==> src/rtl/stage_sequencer.sv <==
// rtl/stage_sequencer.sv - launches decoder stages one at a time per granule and waits for each to finish.
// Optional watchdog on the WAIT state enabled by defining STAGE_SEQ_TIMEOUT_EN.
module stage_sequencer #(
  parameter int NUM_STAGES     = 8,
  parameter int NUM_GRANULES   = 2,
  parameter int TIMEOUT_CYCLES = 65535
) (
  input  logic                  clk,
  input  logic                  rst,
  input  logic                  frame_start,
  output logic [NUM_STAGES-1:0] stage_ready,
  input  logic [NUM_STAGES-1:0] stage_done,
  output logic [2:0]            active_stage,
  output logic                  granule_index,
  output logic                  frame_busy,
  output logic                  frame_done,
  output logic                  timeout_err,
  output logic [2:0]            timeout_stage
);

  if (NUM_STAGES < 2 || NUM_STAGES > 8 || NUM_GRANULES < 1 || NUM_GRANULES > 2 ||
      TIMEOUT_CYCLES < 1 || TIMEOUT_CYCLES > 65535) begin : g_param_check
    $error("stage_sequencer: parameter out of range");
  end

  typedef enum logic [1:0] {IDLE, LAUNCH, WAIT, DONE} state_t;

  state_t                  state, state_d;
  logic [2:0]              stage_d;
  logic                    granule_d;
  logic [NUM_STAGES-1:0]   ready_d;
  logic                    done_hit;
  logic                    expire;

  // Only the done bit of the stage being awaited counts, and only while waiting.
  assign done_hit = (state == WAIT) &&
                    |(stage_done & (NUM_STAGES'(1) << active_stage));

  always_comb begin
    state_d   = state;
    stage_d   = active_stage;
    granule_d = granule_index;
    ready_d   = '0;
    unique case (state)
      IDLE: begin
        if (frame_start) begin
          state_d   = LAUNCH;
          stage_d   = 3'd0;
          granule_d = 1'b0;
          ready_d   = NUM_STAGES'(1);
        end
      end
      LAUNCH: state_d = WAIT;
      WAIT: begin
        if (done_hit) begin
          if (active_stage != 3'(NUM_STAGES - 1)) begin
            stage_d = active_stage + 3'd1;
            state_d = LAUNCH;
          end else if (granule_index != 1'(NUM_GRANULES - 1)) begin
            granule_d = granule_index + 1'b1;
            stage_d   = 3'd0;
            state_d   = LAUNCH;
          end else begin
            state_d = DONE;
          end
          if (state_d == LAUNCH) ready_d = NUM_STAGES'(1) << stage_d;
        end else if (expire) begin
          state_d = IDLE;
        end
      end
      DONE:    state_d = IDLE;
      default: state_d = IDLE;
    endcase
  end

  // Outputs are registered from the next-state values so they line up with the state.
  always_ff @(posedge clk) begin
    if (rst) begin
      state         <= IDLE;
      stage_ready   <= '0;
      active_stage  <= 3'd0;
      granule_index <= 1'b0;
      frame_busy    <= 1'b0;
      frame_done    <= 1'b0;
    end else begin
      state         <= state_d;
      stage_ready   <= ready_d;
      active_stage  <= stage_d;
      granule_index <= granule_d;
      frame_busy    <= (state_d != IDLE);
      frame_done    <= (state_d == DONE);
    end
  end

`ifdef STAGE_SEQ_TIMEOUT_EN
  logic [15:0] wait_cnt;

  // A done arriving in the expiry cycle wins over the watchdog.
  assign expire = (state == WAIT) && !done_hit &&
                  (wait_cnt == 16'(TIMEOUT_CYCLES - 1));

  always_ff @(posedge clk) begin
    if (rst) begin
      wait_cnt      <= 16'd0;
      timeout_err   <= 1'b0;
      timeout_stage <= 3'd0;
    end else begin
      if (state == LAUNCH) begin
        wait_cnt <= 16'd0;
      end else if (state == WAIT && !done_hit) begin
        wait_cnt <= wait_cnt + 16'd1;
      end
      if (state == IDLE && frame_start) begin
        timeout_err   <= 1'b0;
        timeout_stage <= 3'd0;
      end else if (expire) begin
        timeout_err   <= 1'b1;
        timeout_stage <= active_stage;
      end
    end
  end
`else
  assign expire        = 1'b0;
  assign timeout_err   = 1'b0;
  assign timeout_stage = 3'd0;
`endif

endmodule

==> config.mk <==
export PLATFORM = sky130hd
export DESIGN_NAME = stage_sequencer
export DESIGN_NICKNAME = d
export VERILOG_FILES = /design/src/rtl/stage_sequencer.sv
export SDC_FILE = /design/constraint.sdc
export NUM_CORES = 1
export LEC_CHECK = 0
export CAP_MARGIN = 15
export CORE_ASPECT_RATIO = 1.1
export CORE_MARGIN = 3
export CORE_UTILIZATION = 38
export CTS_CLUSTER_DIAMETER = 200
export DETAILED_ROUTE_END_ITERATION = 12
export PLACE_DENSITY = 0.85
export REMOVE_ABC_BUFFERS = 1
export SLEW_MARGIN = 20
export SYNTH_ARGS = -nofsm -noshare
export SYNTH_HDL_FRONTEND = slang
export SYNTH_SLANG_ARGS = --single-unit
export TNS_END_PERCENT = 20
==> constraint.sdc <==
create_clock -name clk -period 1.65 [get_ports clk]
set_input_delay 0.4125 -clock clk [delete_from_list [all_inputs] [get_ports clk]]
set_output_delay 0.4125 -clock clk [all_outputs]
set_load 0.05 [all_outputs]
== After elaboration in Yosys (flattened, before gate mapping) ==
Cells that the tools add are included.
W data, S select, Z words.
Storage, ports and cells
  register bits: 16
  logic and storage cells: 50
  ROM bits: 0
  RAM bits: 0
  bits in latches: 0
  input bits: 11
  output and inout port bits: 18
  memories kept: 0
Operators by class
  $mul: 0
  multiplexer cells: 23
  divide/modulo/power cells: 0
  order comparisons: 0
  bitwise logic cells: 1
  reductions and logical operators: 7
  $add $sub $neg: 2
  shift operators: 2
  eq/ne operators: 9
Operators by type and width (number)
  $mux W3: 6
  $mux W8: 2
  $pmux W8 S2: 1
  $shl A1 B3 Y8 const A: 2
  $mux W2: 6
  $and A8 B8 Y8: 1
  $pmux W2 S4: 1
  $reduce_or A8 Y1: 1
  $eq A2 B2 Y1 const B: 3
  $ne A2 B2 Y1 const B: 3
  $pmux W3 S2: 1
  $mux W1: 5
  $eq A2 B1 Y1 const B: 2
  $reduce_and A4 Y1: 1
  $reduce_bool A2 Y1: 2
  $add A3 B1 Y3 const B: 1
  $ne A3 B3 Y1 const B: 1
  $reduce_and A3 Y1: 1
  $logic_not A2 Y1: 1
  $pmux W1 S2: 1
  $add A1 B1 Y1 const B: 1
  $logic_and A1 B1 Y1: 1

== Longest topological paths before layout ==
  word-level depth: 10
  gate-level depth with buffers: 7
  gate-level depth less buffers: 7

== Worst setup path before layout ==
No wires, ideal clock.
  path type: flip-flop to flip-flop
  from: register active_stage[0]
  to: register active_stage[1]
  library setup time: 0.117 ns
  period minus slack after synthesis: 2.277 ns
  data arrival time: 2.159 ns
  path slack: -0.627 ns
  path buffers: 0
  cell stages (with the launch flop): 8
  required time: 1.533 ns
  cells stage by stage: dfxtp_1 inv_1 ha_1 a221oi_1 a21oi_1 o21ai_4 mux2i_1 a32o_1
Between the ends
  word-level cells in the longest chain between the ends: 6
  elaborated cells on any way between the ends: 13
  classes of those cells: add/sub: 1; eq/ne: 2; shift: 1; mux: 5; bitwise: 1; reduce/logical: 3
Ends and longest elaborated chain
  start: declaration: RTL line 13  | output logic [2:0] active_stage,
  start signal: assignment: RTL line 88  | active_stage <= stage_d;
  $add A3 B1 Y3, or another cell as far along: RTL line 57  | stage_d = active_stage + 3'd1;
  $mux W3 or $and A8 B8 Y8 (tied branches): RTL line 56, 37
  $mux W3 or $reduce_or A8 Y1 (tied branches): RTL line 55, 37
  $mux W3 or $logic_and A1 B1 Y1 (tied branches): RTL line 44, 36
  $mux W3 or $ne A2 B2 Y1 (tied branches)
  $pmux W3 S2 or $reduce_and A3 Y1 (tied branches)
Several ways; a longest one is shown, not always the timed one. The select of a mux whose other input is x is not followed.
A chain may end at the register's enable or synchronous reset.

== Worst setup path after layout ==
  from: register active_stage[0]
  to: register active_stage[2]
Same word-level chain as after synthesis.

==> results.cfg <==
[critical_path]
cp.required_ns = 1.89
r2r_start = active_stage[0]$_SDFFE_PP0P_
cp_top_family = compound AO/OA/AOI/OAI gates
rrSetupSlack_ns = -0.16
path_buf_inv = 1
cp-end-kind = flop
r2r-end = active_stage[2]$_SDFFE_PP0P_
cpPeakStageDelay_ns = 0.42
startpoint_type = flop
cp.arrival_ns = 2.05
worst_r2r_path_depth = 7
path_cells = inv_4 -> ha_4 -> a221oi_4 -> a21oi_2 -> o21ai_4 -> mux2i_2 -> a32o_1
worstSetupPathType = flop to flop
critPathMaxFanout = 6
crit_path_top_delay_cell = dfxtp_4

[layout]
area.growth.synth_to_final_pct = 86.2
post_route_cells_drive_above_1_share_pct = 50.0
fillerInstances = 104
final_cell_area_sq_mm = 0.00142
diodes = 0
nNetsFinal = 150
utilization_pct = 77.2

[timing]
fin_skew_ns = 0.00120
rsz0062_at_grt = yes
slew_violations = 0
setup_slack_ns = -0.162
fmax_mhz = 552
hold_violations = 0
period_minus_slack_ns = 1.81
fin_crit_sh_pct = 110
setup_violations = 13

[floorplan]
die_h_um = 53.0
start_util_pct = 41.4
top_level_ports = 29
die_area_sq_mm = 0.00258
core_area_sq_mm = 0.00184
std_cell_rows = 16
die-width_um = 48.7

[power]
p_per_area_mw_per_mm2 = 565
max-vdd-ir-drop_v = 0.000531
p_leak_uw = 0.000626

[logic_synthesis]
synth_top_family_by_area = compound AO/OA/AOI/OAI gates
yosysSeqAreaShare_pct = 42.0
synth_compound_area_share_pct = 18.4
synth.distinct_cells = 29
synth_area_per_cell_sq_um = 9.42
mappedNetlistArea_sq_um = 763
synth_xor_area_share_pct = 0
synth-simple-area-share_pct = 17.9
yosysWarnings = 0
synthCells = 81
yosys-mux-area-fraction_pct = 4.10
synthAdderAreaFrac_pct = 9.84
synth-seq-cells = 16

[grt]
grt.total_usage_pct = 20.0
grt_pass1_wl_mm = 3.85
grt_max_degree = 11
gr-total-overflow = 0
antenna_found_initial = 0
grt_pass1_vias = 857

[routing]
wl_per_cell_um = 18.1
routed_wl_mm = 2.88
drt_pass1_iterations = 4
vias = 849
drcViolationCount = 0
drt_first_iter_violations = 57
drtAntennaViolNets = 0
vias_per_cell = 5.34

[hold_path]
min_path_type = flop to flop
min_from = state[1]$_SDFF_PP0_
hold_depth = 1
hold-path-endpoint = frame_busy$_SDFF_PP0_

[clocking]
cts_root_buffer = clkbuf_4
ctsHoldBuffers = 0
tritoncts = yes
clock_latency_ns = 0.30
cts_made_buffers = 3
cts_sinks = 16
ctsLongestPathBuffers = 2
htree_levels = 1
clkTransAtPathRegs_ns = 0.10

[place]
hpwl_mm = 1.48
place_area_sq_mm = 0.00115
numPortBuffers = 24
place_congestion = 0.859

[outcome]
violations = negative setup slack
status = complete, but fails checks

[run]
max_cap_violations = 0
-- power breakdown --
part           leakage (uW)  internal [uW]  switching, uW
clock             0.0000210            135            133
combinational      0.000473           57.8           80.1
sequential         0.000132            391           6.50
-- worst max-delay path by stage --
| stage | startpoint | endpoint | cells after the start |
|---|---|---|---|
| floorplan | active_stage[0]$_SDFFE_PP0P_ | active_stage[1]$_SDFFE_PP0P_ | 7 |
| global placement | stage_done[0] | active_stage[1]$_SDFFE_PP0P_ | 6 |
| detailed placement | stage_done[0] | active_stage[1]$_SDFFE_PP0P_ | 6 |
| CTS | active_stage[0]$_SDFFE_PP0P_ | active_stage[1]$_SDFFE_PP0P_ | 7 |
| global route | active_stage[0]$_SDFFE_PP0P_ | active_stage[2]$_SDFFE_PP0P_ | 7 |
| finish | active_stage[0]$_SDFFE_PP0P_ | active_stage[2]$_SDFFE_PP0P_ | 7 |
-- layout make-up --
cell class,count,area [sq um],area share (%)
Clock buffer,4,36.3,2.55
Inverter,6,25.0,1.76
Sequential cell,16,329,23.2
Tap cell,27,33.8,2.38
Timing Repair Buffer,49,455,32.0
Multi-Input combinational cell,57,542,38.1
-- layer usage --
metal  wire length [um]  global-route usage, %  part of all wire (%)
met3                171                   3.66                   5.9
met1               1120                   18.8                    39
met2               1460                   38.5                    51
met5                  0                      0                     0
met4                134                   16.1                   4.6
-- registers in the layout, indices dropped and copies added, names as in the netlist --
name / cells
frame_done: 1
active_stage: 3
stage_ready: 8
granule_index: 1
state: 2
frame_busy: 1
-- metrics by stage --
stage          power (uW)  setup TNS [ns]  hold slack, ns  worst slack, ns  std cells
2_1_floorplan         472           -6.41           0.473           -0.627         79
3_5_place_dp          520           -3.77           0.510           -0.354        146
5_1_grt               829           -1.92           0.573           -0.239        159
3_3_place_gp          518           -3.36           0.507           -0.315        146
4_1_cts               782          -0.359           0.536          -0.0810        155
6_report              803           -1.10           0.537           -0.162        159
-- cells by family (layout without fill, tap and decap cells) --
family                   Yosys count  count (layout)
AND/OR/NAND/NOR                   26              26
AO/OA/AOI/OAI                     18              18
flip-flops                        16              16
buffers and inverters             11              59
adder cells (fa/ha/maj)            6               6
multiplexers                       3               3
other                              1               4
-- cell usage after synthesis, drive strengths merged --
library cell,n,area [sq um]
conb,1,3.75
nor2b,3,18.8
and2,1,6.26
ha,6,75.1
and3,2,13.8
a21oi,5,25.0
mux2i,2,20.0
nor3,4,20.0
nand2,4,15.0
inv,6,22.5
o211a,1,10.0
o2111a,1,11.3
a221oi,1,8.76
o21bai,1,7.51
clkbuf,1,3.75
nor4b,3,26.3
a22oi,2,15.0
a32o,2,20.0
nand2b,1,6.26
o21ai,3,26.3
dfxtp,16,320
buf,4,30.0
mux2,1,11.3
nor2,8,30.0
a211oi,1,7.51
o2111ai,1,8.76
-- worst reg2reg max path, stage by stage (launching register included) --
cell and delay [ns]:
dfxtp_4 0.42, inv_4 0.05, ha_4 0.17, a221oi_4 0.28, a21oi_2 0.09, o21ai_4 0.27
mux2i_2 0.28, a32o_1 0.20
-- placed cells by master, fill, tap and decap left out, types with 3 or more instances in the layout --
master	count
buf_4	34
dfxtp_1	13
clkdlybuf4s50_1	10
nor2_1	8
ha_4	5
buf_12	5
inv_1	4
a21oi_1	4
nand2_1	4
nor3_1	4
conb_1	4
nor2b_1	3
clkbuf_4	3
-- repair_timing --
item | 4_1_cts | 5_1_grt
setup endpoints to repair | 15 | 15
pin swaps | 7 | 8
resized for setup | 24 | 8
setup buffers | 6 | 4
gates cloned | 0 | 0
Note: power is estimated with default switching activity, not from simulation.
